$ cat src/rtl/put_pkg.sv
// Shared types and sizing for the put/op strobe sequencer.
package put_pkg;

    localparam int DW   = 8;
    localparam int OPW  = 4;
    localparam int NMAX = 3;

    typedef enum logic [1:0] {
        IDLE = 2'd0,
        PUT  = 2'd1,
        OP   = 2'd2
    } put_state_t;

endpackage

$ cat src/rtl/put_sequencer.sv
// Replays one accepted operation packet as putEn/value strobes followed by a single opEn/ALUOp strobe.
module put_sequencer
    import put_pkg::*;
(
    input  logic           clk,
    input  logic           reset,
    input  logic           flush,
    input  logic           stall,
    input  logic           req_valid,
    output logic           req_ready,
    input  logic [1:0]     req_nops,
    input  logic [OPW-1:0] req_op,
    input  logic [DW-1:0]  req_a,
    input  logic [DW-1:0]  req_b,
    input  logic [DW-1:0]  req_c,
    output logic           putEn,
    output logic [DW-1:0]  value,
    output logic           opEn,
    output logic [OPW-1:0] ALUOp,
    output logic           busy
);

    put_state_t     state_q;
    put_state_t     state_d;
    logic [1:0]     idx_q;
    logic [1:0]     idx_d;
    logic [1:0]     nops_q;
    logic [OPW-1:0] op_q;
    logic [DW-1:0]  slot_q [NMAX];
    logic           accept;
    logic           put_act;
    logic           op_act;
    logic [DW-1:0]  operand;

    always_comb begin
        req_ready = !reset && !flush && !stall && (state_q == IDLE || state_q == OP);
        accept    = req_valid && req_ready;
        put_act   = (state_q == PUT) && !stall && !flush;
        op_act    = (state_q == OP) && !stall && !flush;

        case (idx_q)
            2'd0:    operand = slot_q[0];
            2'd1:    operand = slot_q[1];
            default: operand = slot_q[2];
        endcase

        putEn = put_act;
        value = put_act ? operand : '0;
        opEn  = op_act;
        ALUOp = op_act ? op_q : '0;
        busy  = (state_q != IDLE);

        state_d = state_q;
        idx_d   = idx_q;
        if (flush) begin
            state_d = IDLE;
            idx_d   = 2'd0;
        end else if (!stall) begin
            case (state_q)
                IDLE: begin
                    if (accept) begin
                        state_d = (req_nops != 2'd0) ? PUT : OP;
                        idx_d   = 2'd0;
                    end
                end
                PUT: begin
                    if (idx_q == nops_q - 2'd1) begin
                        state_d = OP;
                    end else begin
                        idx_d = idx_q + 2'd1;
                    end
                end
                OP: begin
                    // The op cycle doubles as the acceptance slot for the next packet.
                    idx_d = 2'd0;
                    if (accept) begin
                        state_d = (req_nops != 2'd0) ? PUT : OP;
                    end else begin
                        state_d = IDLE;
                    end
                end
                default: begin
                    state_d = IDLE;
                    idx_d   = 2'd0;
                end
            endcase
        end
    end

    always_ff @(posedge clk) begin
        if (reset) begin
            state_q <= IDLE;
        end else begin
            state_q <= state_d;
        end
    end

    always_ff @(posedge clk) begin
        if (reset) begin
            idx_q  <= 2'd0;
            nops_q <= 2'd0;
            op_q   <= '0;
            for (int i = 0; i < NMAX; i++) begin
                slot_q[i] <= '0;
            end
        end else begin
            idx_q <= idx_d;
            if (accept) begin
                nops_q    <= req_nops;
                op_q      <= req_op;
                slot_q[0] <= req_a;
                slot_q[1] <= req_b;
                slot_q[2] <= req_c;
            end
        end
    end

endmodule

$ cat config.mk
export PLATFORM = sky130hd
export DESIGN_NAME = put_sequencer
export DESIGN_NICKNAME = d
export VERILOG_FILES = /design/src/rtl/put_pkg.sv /design/src/rtl/put_sequencer.sv
export SDC_FILE = /design/constraint.sdc
export NUM_CORES = 1
export LEC_CHECK = 0
export BUFFER_PORTS_ARGS = -buffer_cell sky130_fd_sc_hd__buf_2
export CAP_MARGIN = 20
export CORE_ASPECT_RATIO = 1.2
export CORE_MARGIN = 8
export CORE_UTILIZATION = 50
export DETAILED_ROUTE_END_ITERATION = 12
export HOLD_SLACK_MARGIN = 0.08
export PLACE_DENSITY = 0.78
export SETUP_SLACK_MARGIN = 0.4
export SLEW_MARGIN = 40
export SYNTH_ARGS = -nofsm -noshare
export SYNTH_HDL_FRONTEND = slang
export SYNTH_SLANG_ARGS = --single-unit
$ cat constraint.sdc
create_clock -name clk -period 1.67 [get_ports clk]
set_input_delay 0 -clock clk [delete_from_list [all_inputs] [get_ports clk]]
set_output_delay 0 -clock clk [all_outputs]
set_load 0.005 [all_outputs]
# == Word-level counts from Yosys, hierarchy flattened ==
# Memories as Yosys holds them, arrays and structs flattened.
# Index checks and enable logic that the tools add are counted.
# op_classes
n_addsub,2
eq_ne,7
n_mux,19
bitwise,4
reduce_logical,19
# ops
op,count
$mux 8,4
$pmux 8 s2,1
$mux 2,6
$logic_and 1x1->1,8
$pmux 2 s3,1
$reduce_and 3->1,2
$mux 1,5
$eq 2x1->1 const B,2
$logic_not 2->1,2
$mux 4,1
$ne 2x2->1 const B,2
$pmux 2 s2,1
$reduce_bool 2->1,2
$logic_not 1->1,3
$or 1x1->1,3
$add 2x1->2 const B,1
$eq 2x2->1,1
$eq 2x2->1 const B,1
$ne 2x1->1 const B,1
$reduce_or 2->1,1
$sub 2x1->2 const B,1
$logic_or 1x1->1,1
$not 1->1,1
# word_totals
reg_bits,10
mem_bits_rw,24
inputBits,35
output_inout_bits,16
wordCells,56
mem_count,1
# mem_list
memory,words,width,read_ports,rd_clocked_by_memory_dff,wr,line,rtl
slot_q,3,8,3,0,3,put_sequencer.sv:29,logic [DW-1:0] slot_q [NMAX];

# == Longest topological paths before layout ==
# logic_depth
depth_word,9
ltp_mapped,7
depth_no_buf,5

# == Worst setup path before layout ==
# OpenSTA, ideal clock, no wires.
# synth_timing
path_type,flip-flop to flip-flop
start,register state_q[0]
end,"memory slot_q[0][0], enable pin"
setup_ns,0.358
arrival_ns,1.168
required_ns,1.312
setup_slack_ns,0.144
stages_incl_launch_ff,6
path_buffers,2
period_less_slack_ns,1.526
cell_sequence,dfxtp_1 -> buf_6 -> nor2_1 -> and3_4 -> buf_6 -> or2_2
# synth_lines
item,line,rtl
from (decl),put_sequencer.sv:23,put_state_t state_q;
from (signal assigned),put_sequencer.sv:94,state_q <= state_d;
to (decl),put_sequencer.sv:29,

# == Worst setup path in the final report ==
# layout_timing
start,register idx_q[1]
end,register idx_q[0]
# layout_between
elab_chain_cells,3
# layout_rtl
item,line,rtl
from (decl),put_sequencer.sv:25,logic [1:0] idx_q;
from (signal assigned),put_sequencer.sv:107,idx_q <= idx_d;
$eq 2x2->1,put_sequencer.sv:67,if (idx_q == nops_q - 2'd1) begin
$ne 2x2->1 (no line),--,
$reduce_and 3->1 (no line),--,
# No other way between the ends.
# A chain may end at the register's enable or synchronous reset.

==> results by group <==
Status
  – Status: finished, final reports clean

Floorplanning
  – Chip Height: 78.7 um
  – I/O pin total: 51
  – Core area: 0.00325 sq mm
  – # rows: 23
  – Starting Density: 0.504
  – Die Area: 0.00537 sq mm
  – Die Wd: 68.3 um

Logic synthesis
  – Syn_nets: 191
  – Count leader, synth: and2_1
  – Seq/Total Area, Yosys: 0.562
  – Synthesized area: 0.00164 sq mm
  – Post-synth top area share: 0.440
  – Synth Flop Type: edfxtp_1
  – Post-synth cell types: 36
  – Share of synthesized registers carrying an async set or reset: 0
  – Synthesized instance count: 154
  – Yosys warning total: 0
  – Most instantiated cells after synthesis: and2_1, edfxtp_1, nand2_1
  – Register bit total from synthesis: 34
  – Leading area contributor after synthesis: edfxtp_1
  – Post-synth EDFFs: 24
  – Largest cells by area after synthesis: edfxtp_1, dfxtp_1, and2_1
  – Average size of a mapped cell: 10.6 sq um

Drt
  – DRT Pass-1 Iters: 4
  – Drt drc: 0
  – Routed Antenna Nets: 0
  – Vias: 1,784
  – WL per Instance: 21.7 um
  – WL final: 6630 um
  – 1st-iter DRT viols: 114
  – Routed vias/inst: 5.83

Clocking
  – CTS tree: yes
  – Clk sinks: 34
  – Clock latency on the worst-skew pair: 0.29 ns
  – Max Buffers Root-to-Sink: 2
  – Htree depth: 2
  – Worst-path clk slew: 0.08 ns
  – Clk root buf: clkbuf_8
  – CTS buffer count: 5

Pwr
  – Leak: 0.00127 uW
  – Total chip power: 1870 uW
  – Max VDD drop: 0.710 mV
  – PD cells: 640 mW/mm^2

GRT
  – Vias in the first global route: 1,690
  – Total GRT Usage: 0.209
  – First-pass GRT wire length: 8320 um
  – Remaining Overflow, GRT: 0
  – Pin count of the biggest net entering global routing: 18
  – Initial antenna violation count: 0

Layout
  – Finished Layout Cells: 306
  – Fillers: 130
  – Diode count: 0
  – Area grow syn2layout: 78.5%
  – Nets: 305
  – Final Cell Area: 0.00293 sq mm
  – Share of post-route cells with drive strength above 1: 0.591

Timing
  – Least-Margin Pin Slew: 0.347 ns
  – Fin crit period: 1.62 ns
  – Final setup viols: 0
  – RSZ-0062 raised after global routing: yes
  – Final period util: 0.969
  – Fin Hold WS: 0.220 ns
  – Slew Limit Headroom: 0.767
  – Skew final: 0.00802 ns
  – Fin. Hold Viols: 0
  – Slew Limit Fails: 0
  – Fmax: 618 MHz
  – Fin Setup TNS: 0 ns

Worst setup path
  – Worst Setup End Kind: flip-flop
  – Worst Path Max Fanout: 4
  – CP Class: flip-flop to flip-flop
  – WP data arrival: 1.83 ns
  – WP data required: 1.88 ns
  – Startpoint types: flip-flop

Placed design
  – PortBufs: 50
  – DP HPWL: 2890 um
  – Placed instance area: 0.00191 sq mm
  – Placed cells: 234
  – RePlAce Congestion: 0.873

Worst hold path
  – Worst hold path class: primary input to flip-flop

Flow run
  – Max cap viols: 0
## metrics by stage
step,setup WS [ns],util
after CTS,0.223,0.803
after global placement,0.252,0.587
final,0.0511,0.900
after global routing,0.0552,0.900
after detailed placement,0.137,0.587
after floorplan,0.298,-
## final cells by class
type | count | area (sq um) | area share
sequential | 34 | 935 | 0.319
timing repair buffer | 111 | 921 | 0.315
multi-input combinational | 111 | 910 | 0.311
clock buffer | 7 | 86.3 | 0.0295
tap | 37 | 46.3 | 0.0158
inverter | 5 | 23.8 | 0.00812
clock inverter | 1 | 5.00 | 0.00171
## cell usage in the layout (no fill, tap or decap), types with 3 or more instances in the layout
| cell | synthesis | layout |
|---|---|---|
| buf_2 | 1 | 47 |
| dlygate4sd3_1 | 0 | 30 |
| and2_4 | 0 | 24 |
| edfxtp_1 | 24 | 24 |
| buf_4 | 1 | 17 |
| nand2_1 | 18 | 12 |
| buf_6 | 2 | 10 |
| a22oi_2 | 0 | 7 |
| a21oi_2 | 0 | 6 |
| o21ai_1 | 4 | 6 |
| nand2b_1 | 6 | 6 |
| clkbuf_8 | 0 | 6 |
| or2_4 | 0 | 5 |
| nand2_2 | 0 | 5 |
| dfxtp_1 | 10 | 5 |
| and2_1 | 28 | 4 |
| nor2_4 | 1 | 3 |
| nand4_1 | 3 | 3 |
| clkbuf_16 | 0 | 3 |
| dfxtp_4 | 0 | 3 |
## timing repair
| action | CTS | global route |
|---|---|---|
| setup endpoints to repair | 65 | 68 |
| buffers inserted | 17 | 9 |
| pin swaps | 28 | 48 |
| hold endpoints to repair | 30 | 0 |
| gates resized for setup | 47 | 46 |
| gates cloned | 2 | 6 |
| hold buffers | 30 | 0 |
## cell families after synthesis
logic type               Yosys count  synth area share
AND/OR/NAND/NOR                   72             0.249
flip-flops                        34             0.562
AO/OA/AOI/OAI                     30             0.118
buffers and inverters             14            0.0443
adder cells (fa/ha/maj)            2            0.0153
XOR/XNOR                           1           0.00534
multiplexers                       1           0.00611
## registers in the layout, indices dropped and copies added, names as in the netlist
| name | flops |
|---|---|
| nops_q | 2 |
| slot_q | 24 |
| state_q | 2 |
| idx_q | 2 |
| op_q | 4 |
## routing by layer
layer,track usage,share of wire,up-vias,routed length [um]
met5,0,0,-,0
met4,0.105,0.043,0,282
met3,0.0577,0.066,26,439
met2,0.350,0.53,108,3490
met1,0.233,0.36,875,2410
li1,-,-,775,-
## power by group
part | leakage [uW] | switching [uW] | internal (uW) | total [uW]
sequential | 0.000342 | 19.9 | 930 | 950
combinational | 0.000880 | 116 | 157 | 273
clock | 0.0000482 | 316 | 333 | 649
total | 0.00127 | 452 | 1420 | 1870
## worst max-delay path, cell delays in order, from the launching register on
cell and delay, ns:
dfxtp_4 0.37, buf_4 0.12, xor2_2 0.16, mux2i_2 0.30, buf_4 0.19, buf_4 0.11, nand4_1 0.14, o21ai_1 0.16
## worst paths after layout
check / startpoint / to / slack [ns] / depth (start not counted)
worst min register to register: op_q[2] / op_q[2] / 0.49 / 2
worst max register to register: idx_q[1] / idx_q[0] / 0.05 / 7
worst max-delay path: idx_q[1] / idx_q[0] / 0.05 / 7
worst min-delay path: flush / idx_q[1] / 0.22 / 4
(Power assumes the default switching activity.)
